### src/rtl/softmax_row_loader_if.sv
// Row-loader bus: memory read port, assembled row and consumer handshake.
// o_row_max exists only when ROW_LOADER_MAX_EN is defined.
interface softmax_row_loader_if #(
    parameter int N      = 32,
    parameter int DW     = 16,
    parameter int ADDR_W = 10
);
    logic              i_start;
    logic [ADDR_W-1:0] i_base;
    logic              o_rd_en;
    logic [ADDR_W-1:0] o_rd_addr;
    logic [DW-1:0]     i_rd_data;
    logic [DW-1:0]     o_row [N-1:0];
    logic              o_valid;
    logic              i_ack;
    logic              o_busy;
`ifdef ROW_LOADER_MAX_EN
    logic [DW-1:0]     o_row_max;
`endif

    modport master (
        input  i_start,
        input  i_base,
        input  i_rd_data,
        input  i_ack,
        output o_rd_en,
        output o_rd_addr,
        output o_row,
        output o_valid,
        output o_busy
`ifdef ROW_LOADER_MAX_EN
        , output o_row_max
`endif
    );

    modport slave (
        output i_start,
        output i_base,
        output i_rd_data,
        output i_ack,
        input  o_rd_en,
        input  o_rd_addr,
        input  o_row,
        input  o_valid,
        input  o_busy
`ifdef ROW_LOADER_MAX_EN
        , input o_row_max
`endif
    );
endinterface

### src/rtl/softmax_row_loader.sv
// Loads an N-element row from a synchronous-read memory into a parallel array.
// Defining ROW_LOADER_MAX_EN adds a running signed row maximum (o_row_max).
module softmax_row_loader #(
    parameter int N      = 32,
    parameter int DW     = 16,
    parameter int ADDR_W = 10,
    parameter int RD_LAT = 1
) (
    input  logic                 i_clk,
    input  logic                 i_rst,
    softmax_row_loader_if.master bus
);
    localparam int CW = $clog2(N);

    localparam logic [1:0] S_IDLE  = 2'd0;
    localparam logic [1:0] S_ISSUE = 2'd1;
    localparam logic [1:0] S_DRAIN = 2'd2;
    localparam logic [1:0] S_HOLD  = 2'd3;

    logic [1:0]        state_q, state_d;
    logic [ADDR_W-1:0] base_q, base_d;
    logic [CW-1:0]     iss_q, iss_d;
    logic [CW-1:0]     cap_q, cap_d;
    logic [RD_LAT:1]   tag_q;
    logic [DW-1:0]     row_q [N-1:0];
    logic              rd_en;
    logic              tag;
    logic              ack_hs;
    logic              load;

    assign rd_en  = (state_q == S_ISSUE);
    assign tag    = tag_q[RD_LAT];
    assign ack_hs = (state_q == S_HOLD) && bus.i_ack;
    // a start together with the ack in HOLD reloads with no idle bubble
    assign load   = bus.i_start && ((state_q == S_IDLE) || ack_hs);

    always_comb begin
        state_d = state_q;
        case (state_q)
            S_IDLE:  if (load) state_d = S_ISSUE;
            S_ISSUE: if (iss_q == CW'(N-1)) state_d = S_DRAIN;
            S_DRAIN: if (tag && cap_q == CW'(N-1)) state_d = S_HOLD;
            S_HOLD:  if (ack_hs) state_d = load ? S_ISSUE : S_IDLE;
            default: state_d = S_IDLE;
        endcase
    end

    always_comb begin
        base_d = load ? bus.i_base : base_q;
        iss_d  = load ? '0 : (rd_en ? iss_q + 1'b1 : iss_q);
        cap_d  = load ? '0 : (tag ? cap_q + 1'b1 : cap_q);
    end

    always_ff @(posedge i_clk or posedge i_rst) begin
        if (i_rst) begin
            state_q <= S_IDLE;
            base_q  <= '0;
            iss_q   <= '0;
            cap_q   <= '0;
            tag_q   <= '0;
            for (int k = 0; k < N; k++) row_q[k] <= '0;
        end else begin
            state_q  <= state_d;
            base_q   <= base_d;
            iss_q    <= iss_d;
            cap_q    <= cap_d;
            // tag pipe mirrors the memory latency so data lands with its slot
            tag_q[1] <= rd_en;
            for (int i = 2; i <= RD_LAT; i++) tag_q[i] <= tag_q[i-1];
            if (tag) row_q[cap_q] <= bus.i_rd_data;
        end
    end

`ifdef ROW_LOADER_MAX_EN
    logic [DW-1:0] max_q;

    always_ff @(posedge i_clk or posedge i_rst) begin
        if (i_rst) begin
            max_q <= '0;
        end else if (tag && (cap_q == '0 ||
                     $signed(bus.i_rd_data) > $signed(max_q))) begin
            max_q <= bus.i_rd_data;
        end
    end

    assign bus.o_row_max = max_q;
`endif

    assign bus.o_rd_en   = rd_en;
    assign bus.o_rd_addr = rd_en ? base_q + ADDR_W'(iss_q) : '0;
    assign bus.o_valid   = (state_q == S_HOLD);
    assign bus.o_busy    = (state_q != S_IDLE);
    assign bus.o_row     = row_q;
endmodule

### src/flat_wrapper.sv
// flat-port wrapper written by rule: the top's interface ports become plain ports
module softmax_row_loader_flat 
#(
    parameter int N      = 32,
    parameter int DW     = 16,
    parameter int ADDR_W = 10,
    parameter int RD_LAT = 1
)
  (i_clk, i_rst, bus_i_start, bus_i_base, bus_i_rd_data, bus_i_ack, bus_o_rd_en, bus_o_rd_addr, bus_o_row, bus_o_valid, bus_o_busy);
  softmax_row_loader_if #(.N(N), .DW(DW), .ADDR_W(ADDR_W)) bus_i ();
  input  logic i_clk;
  input  logic i_rst;
  input wire logic [$bits(bus_i.i_start)-1:0] bus_i_start;
  input wire logic [$bits(bus_i.i_base)-1:0] bus_i_base;
  input wire logic [$bits(bus_i.i_rd_data)-1:0] bus_i_rd_data;
  input wire logic [$bits(bus_i.i_ack)-1:0] bus_i_ack;
  output wire logic [$bits(bus_i.o_rd_en)-1:0] bus_o_rd_en;
  output wire logic [$bits(bus_i.o_rd_addr)-1:0] bus_o_rd_addr;
  output wire logic [$bits(bus_i.o_row)-1:0] bus_o_row;
  output wire logic [$bits(bus_i.o_valid)-1:0] bus_o_valid;
  output wire logic [$bits(bus_i.o_busy)-1:0] bus_o_busy;
  assign bus_i.i_start = bus_i_start;
  assign bus_i.i_base = bus_i_base;
  assign bus_i.i_rd_data = bus_i_rd_data;
  assign bus_i.i_ack = bus_i_ack;
  assign bus_o_rd_en = bus_i.o_rd_en;
  assign bus_o_rd_addr = bus_i.o_rd_addr;
  assign bus_o_row = {>>{bus_i.o_row}};
  assign bus_o_valid = bus_i.o_valid;
  assign bus_o_busy = bus_i.o_busy;
  softmax_row_loader #(.N(N), .DW(DW), .ADDR_W(ADDR_W), .RD_LAT(RD_LAT)) u_core (.i_clk(i_clk), .i_rst(i_rst), .bus(bus_i));
endmodule
### config.mk
export PLATFORM = sky130hd
export DESIGN_NAME = softmax_row_loader_flat
export DESIGN_NICKNAME = d
export VERILOG_FILES = /design/src/rtl/softmax_row_loader_if.sv /design/src/rtl/softmax_row_loader.sv /design/src/flat_wrapper.sv
export SDC_FILE = /design/constraint.sdc
export NUM_CORES = 1
export LEC_CHECK = 0
export ABC_AREA = 0
export BUFFER_PORTS_ARGS = -buffer_cell sky130_fd_sc_hd__buf_4
export CORE_AREA = 2 2 214 216
export DETAILED_ROUTE_END_ITERATION = 8
export DIE_AREA = 0 0 216 218
export GPL_TIMING_DRIVEN = 0
export PLACE_DENSITY = 0.68
export RECOVER_POWER = 100
export SETUP_SLACK_MARGIN = 0.02
export SYNTH_ARGS = -nofsm -noshare
export SYNTH_HDL_FRONTEND = slang
export SYNTH_SLANG_ARGS = --single-unit
### constraint.sdc
create_clock -name i_clk -period 26.5 [get_ports i_clk]
set_clock_uncertainty 0.05 [all_clocks]
set_input_delay 5.3 -clock i_clk [delete_from_list [all_inputs] [get_ports i_clk]]
set_output_delay 5.3 -clock i_clk [all_outputs]
set_load 0.02 [all_outputs]
==> summary.txt <==
Global routing
  – Largest net degree at the start of global routing: about 130
  – First-pass GRT wire length: roughly 90 mm
  – Initial antenna violation count: 1
  – Overall Global Routing Usage: between 20% and 30%
  – Vias in the first global route: between 10000 and 15000
  – Gr ovfl total: 0

Synth
  – Post-Syn Area per Cell: 15.88 sq um
  – Ys Warns: 0
  – Syn_nets: 1363
  – Ys flop type: dfrtp_1
  – Post-synth design cell area: ~0.021 sq mm
  – EDFF count, synth: 0
  – Yosys reg bits: 535
  – Sequential fraction of the synthesis area: 64.09%
  – Top cell type's share of synthesized area: about 64%
  – Ys async rst share: 100.0%
  – Yosys top cell by area: dfrtp_1
  – Synth top area cells: dfrtp_1, mux2_2, mux2_4, ha_1, clkbuf_1
  – Distinct cell type count after synthesis: 44
  – Post-Synthesis Cells: roughly 1300

Clocking
  – Postcts setup bufs: 0
  – Sink Count: roughly 540
  – Clk Latency, worst-skew pair: just under 0.6 ns
  – CTS Hold Bufs: 0
  – CTS Buf Count: 55
  – CTS tree: yes
  – Clock-pin transition on the worst setup and hold timing paths: around 0.060 ns
  – CTS resizes: 0
  – Clk Tree Root Cell: clkbuf_16
  – Clk buf depth: 3
  – H-tree depth: 2

Finish
  – Layout cell share with drive strength beyond 1: about a third
  – Final net count: 1978
  – N_diodes: 0
  – Core Util, Final: a little under three fifths
  – Non-Filler Instances: ~2600
  – Area delta synth->final: 22.43%

Timing
  – Worst setup margin: 12.83 ns
  – Final count of hold timing violations: 0
  – Setup total negative slack: 0 ns
  – Fin crit share: roughly half
  – Max-slew violation count: 444
  – Setup violators final: 0
  – Worst rel slew slack: -330.4%
  – Top achievable clock speed: ~73 MHz
  – Least-Margin Pin Slew: about 6.5 ns
  – Fin crit period: about 14 ns
  – RSZ-0062 raised after global routing: no

Detailed routing
  – WL/cell: around 24 microns
  – Routed wire length: just over 60 mm
  – DR vias: 13275
  – Starting DRC count in detailed routing: approximately 620
  – Routed vias/inst: between 5 and 6
  – Pre-antenna DRT Iters: 5
  – ANT nets after route: 0
  – # DRC: 0

Run status
  – Status: finished, violations left
  – Violated checks: capacitance limit, slew limit

Min path
  – Hold path startpoint: u_core.bus.o_row[308]$_DFFE_PP0P_
  – Hold Path Class: flip-flop to flip-flop
  – WHS Path Cells: 1
  – Worst Hold End: u_core.bus.o_row[308]$_DFFE_PP0P_

Power and ir drop
  – P_int: 1.693 mW
  – PD cells: 100.2 mW/mm^2
  – LEAKAGE: 12.09 nW
  – Comb pwr share: 27.1%
  – P_sw: just under 0.9 mW
  – Sw Ratio: 33.94%
  – Final Power: 2.564 mW
  – Seq pwr share: between 40% and 50%
  – Worst VDD drop: between 70 and 80 uV
  – Clk pwr share: a little under a third

Critical path
  – Worst EP required: 25.56 ns
  – Crit end category: asynchronous set/reset pin
  – FF-to-FF path depth: 8
  – CP Max Fanout: 124
  – Reg-to-Reg Start: u_core.state_q[0]$_DFFE_PP0P_
  – Crit path DAT: between 10 and 15 ns
  – Reg-to-reg endpoint: u_core.cap_q[2]$_DFFE_PP0P_
  – CP Class: input port to asynchronous set/reset pin
  – Setup slack, reg-to-reg: 24.06 ns
  – CP startpoint kind: input port

Die
  – Core area: around 0.045 sq mm
  – Die Ht: ~220 microns
  – Die Width: 216 microns
  – Site Rows: 78
  – IO Pins: around 560
  – Die area: ~0.047 sq mm
  – Initial Util: between 40% and 50%

Place
  – Placed wire-length estimate: 45.33 mm
  – Dpl ws: approximately 19 ns
  – Cells after DPL: around 2500
  – IO Port Bufs: about 550
  – Placer Congestion: approximately 0.87

Run
  – Max Cap Viol: 4
==> logic make-up after synthesis <==
logic type / count (synthesis) / synth area share, %
multiplexers: 527 / 28.73
AND/OR/NAND/NOR: 96 / 2.558
buffers and inverters: 107 / 2.408
adder cells (fa/ha/maj): 18 / 1.114
flip-flops: 535 / 64.09
XOR/XNOR: 6 / 0.2516
AO/OA/AOI/OAI: 26 / 0.8446
==> per-stage QoR <==
step | area [sq um] | hold slack, ns
6_report | 25570 | 0.4395
3_3_place_gp | 25800 | 0.4291
3_5_place_dp | 25910 | 0.4367
2_1_floorplan | 20890 | 0.4349
4_1_cts | 27760 | 0.4502
5_1_grt | 25570 | 0.4591
==> layout make-up <==
type / instances / area, sq um
plain buffers: 95 / 457.9
flip-flops and latches: 535 / 13390
inverters: 12 / 46.29
multi-input cells: 673 / 6922
well taps: 600 / 750.7
repair buffers: 558 / 2167
clock inverters: 13 / 198.9
fillers: 4161 / 19320
clock buffers: 85 / 1642
==> worst max path at each step <==
stage                                        startpoint                                 to  slack, ns  depth (start not counted)
after floorplan                                   i_rst       u_core.base_q[0]$_DFFE_PP0N_       6.20                          1
after global placement                            i_rst  u_core.bus.o_row[301]$_DFFE_PP0P_       0.71                          2
after detailed placement  u_core.state_q[1]$_DFFE_PP0P_                   bus_o_rd_addr[5]      19.03                          7
after CTS                 u_core.state_q[1]$_DFFE_PP0P_                   bus_o_rd_addr[5]      18.36                          7
after global routing                              i_rst  u_core.bus.o_row[413]$_DFFE_PP0P_      11.10                          3
final                                             i_rst  u_core.bus.o_row[303]$_DFFE_PP0P_      12.83                          3
==> layer usage <==
| layer | track usage, % | vias up | wire, microns |
|---|---|---|---|
| met4 | 10.11 | 0 | 2229 |
| met2 | 43.17 | 449 | 30070 |
| met1 | 32.40 | 6892 | 25170 |
| met5 | 0 | - | 0 |
| met3 | 8.020 | 112 | 4439 |
| li1 | - | 5822 | - |
==> power by group through the flow <==
stage	Sequential, mW	Clock, mW	Combinational, mW
after floorplan	1.28	0	0.273
after global placement	1.09	0	0.831
after detailed placement	1.10	0	0.843
after CTS	1.09	0.802	0.845
after global routing	1.10	0.838	0.742
final	1.08	0.786	0.694
==> worst max-delay path, cell delays in order <==
cell        delay, ns
clkbuf_4         0.12
clkinvlp_2       2.46
clkbuf_1         4.62
==> state kept, by name, indices dropped and copies added, names as in the netlist <==
register and cells:
u_core.state_q 2, u_core.tag 1, u_core.iss_q 5, u_core.cap_q 5, u_core.base_q 10, u_core.bus.o_row 512
==> cell usage in the layout (no fill, tap or decap), types with 2 or more instances in the layout <==
cell / synthesis / layout
buf_6: 2 / 2
a21oi_1: 5 / 5
xor2_1: 4 / 4
mux2_2: 498 / 498
bufinv_16: 0 / 5
clkinv_2: 0 / 5
nand3_2: 2 / 2
buf_4: 15 / 27
inv_1: 12 / 11
nand2_1: 18 / 18
clkinvlp_4: 0 / 2
nand4_1: 3 / 3
ha_1: 17 / 17
clkbuf_16: 0 / 57
clkbuf_8: 0 / 11
dfrtp_1: 535 / 535
nand3_1: 5 / 5
nor2_2: 24 / 24
or3_1: 3 / 3
xnor2_1: 2 / 2
a211oi_1: 2 / 2
mux2i_1: 7 / 7
buf_2: 24 / 24
and3_1: 2 / 2
nor2b_1: 6 / 6
o21a_1: 2 / 2
nand2b_1: 11 / 11
nor2_1: 15 / 15
nor2_4: 2 / 2
o31ai_1: 3 / 3
o211ai_1: 2 / 2
o21ai_0: 5 / 5
mux2_1: 2 / 22
clkbuf_1: 52 / 615
==> Yosys cell counts, types with 7 or more instances <==
library cell and n:
nor2_1 15, buf_4 15, nor2_2 24, inv_1 12, dfrtp_1 535, buf_2 24, nand2_1 18, clkbuf_1 52
mux2_2 498, nand2b_1 11, ha_1 17, mux2_4 20, mux2i_1 7
Note: power is estimated with default switching activity, not from simulation.
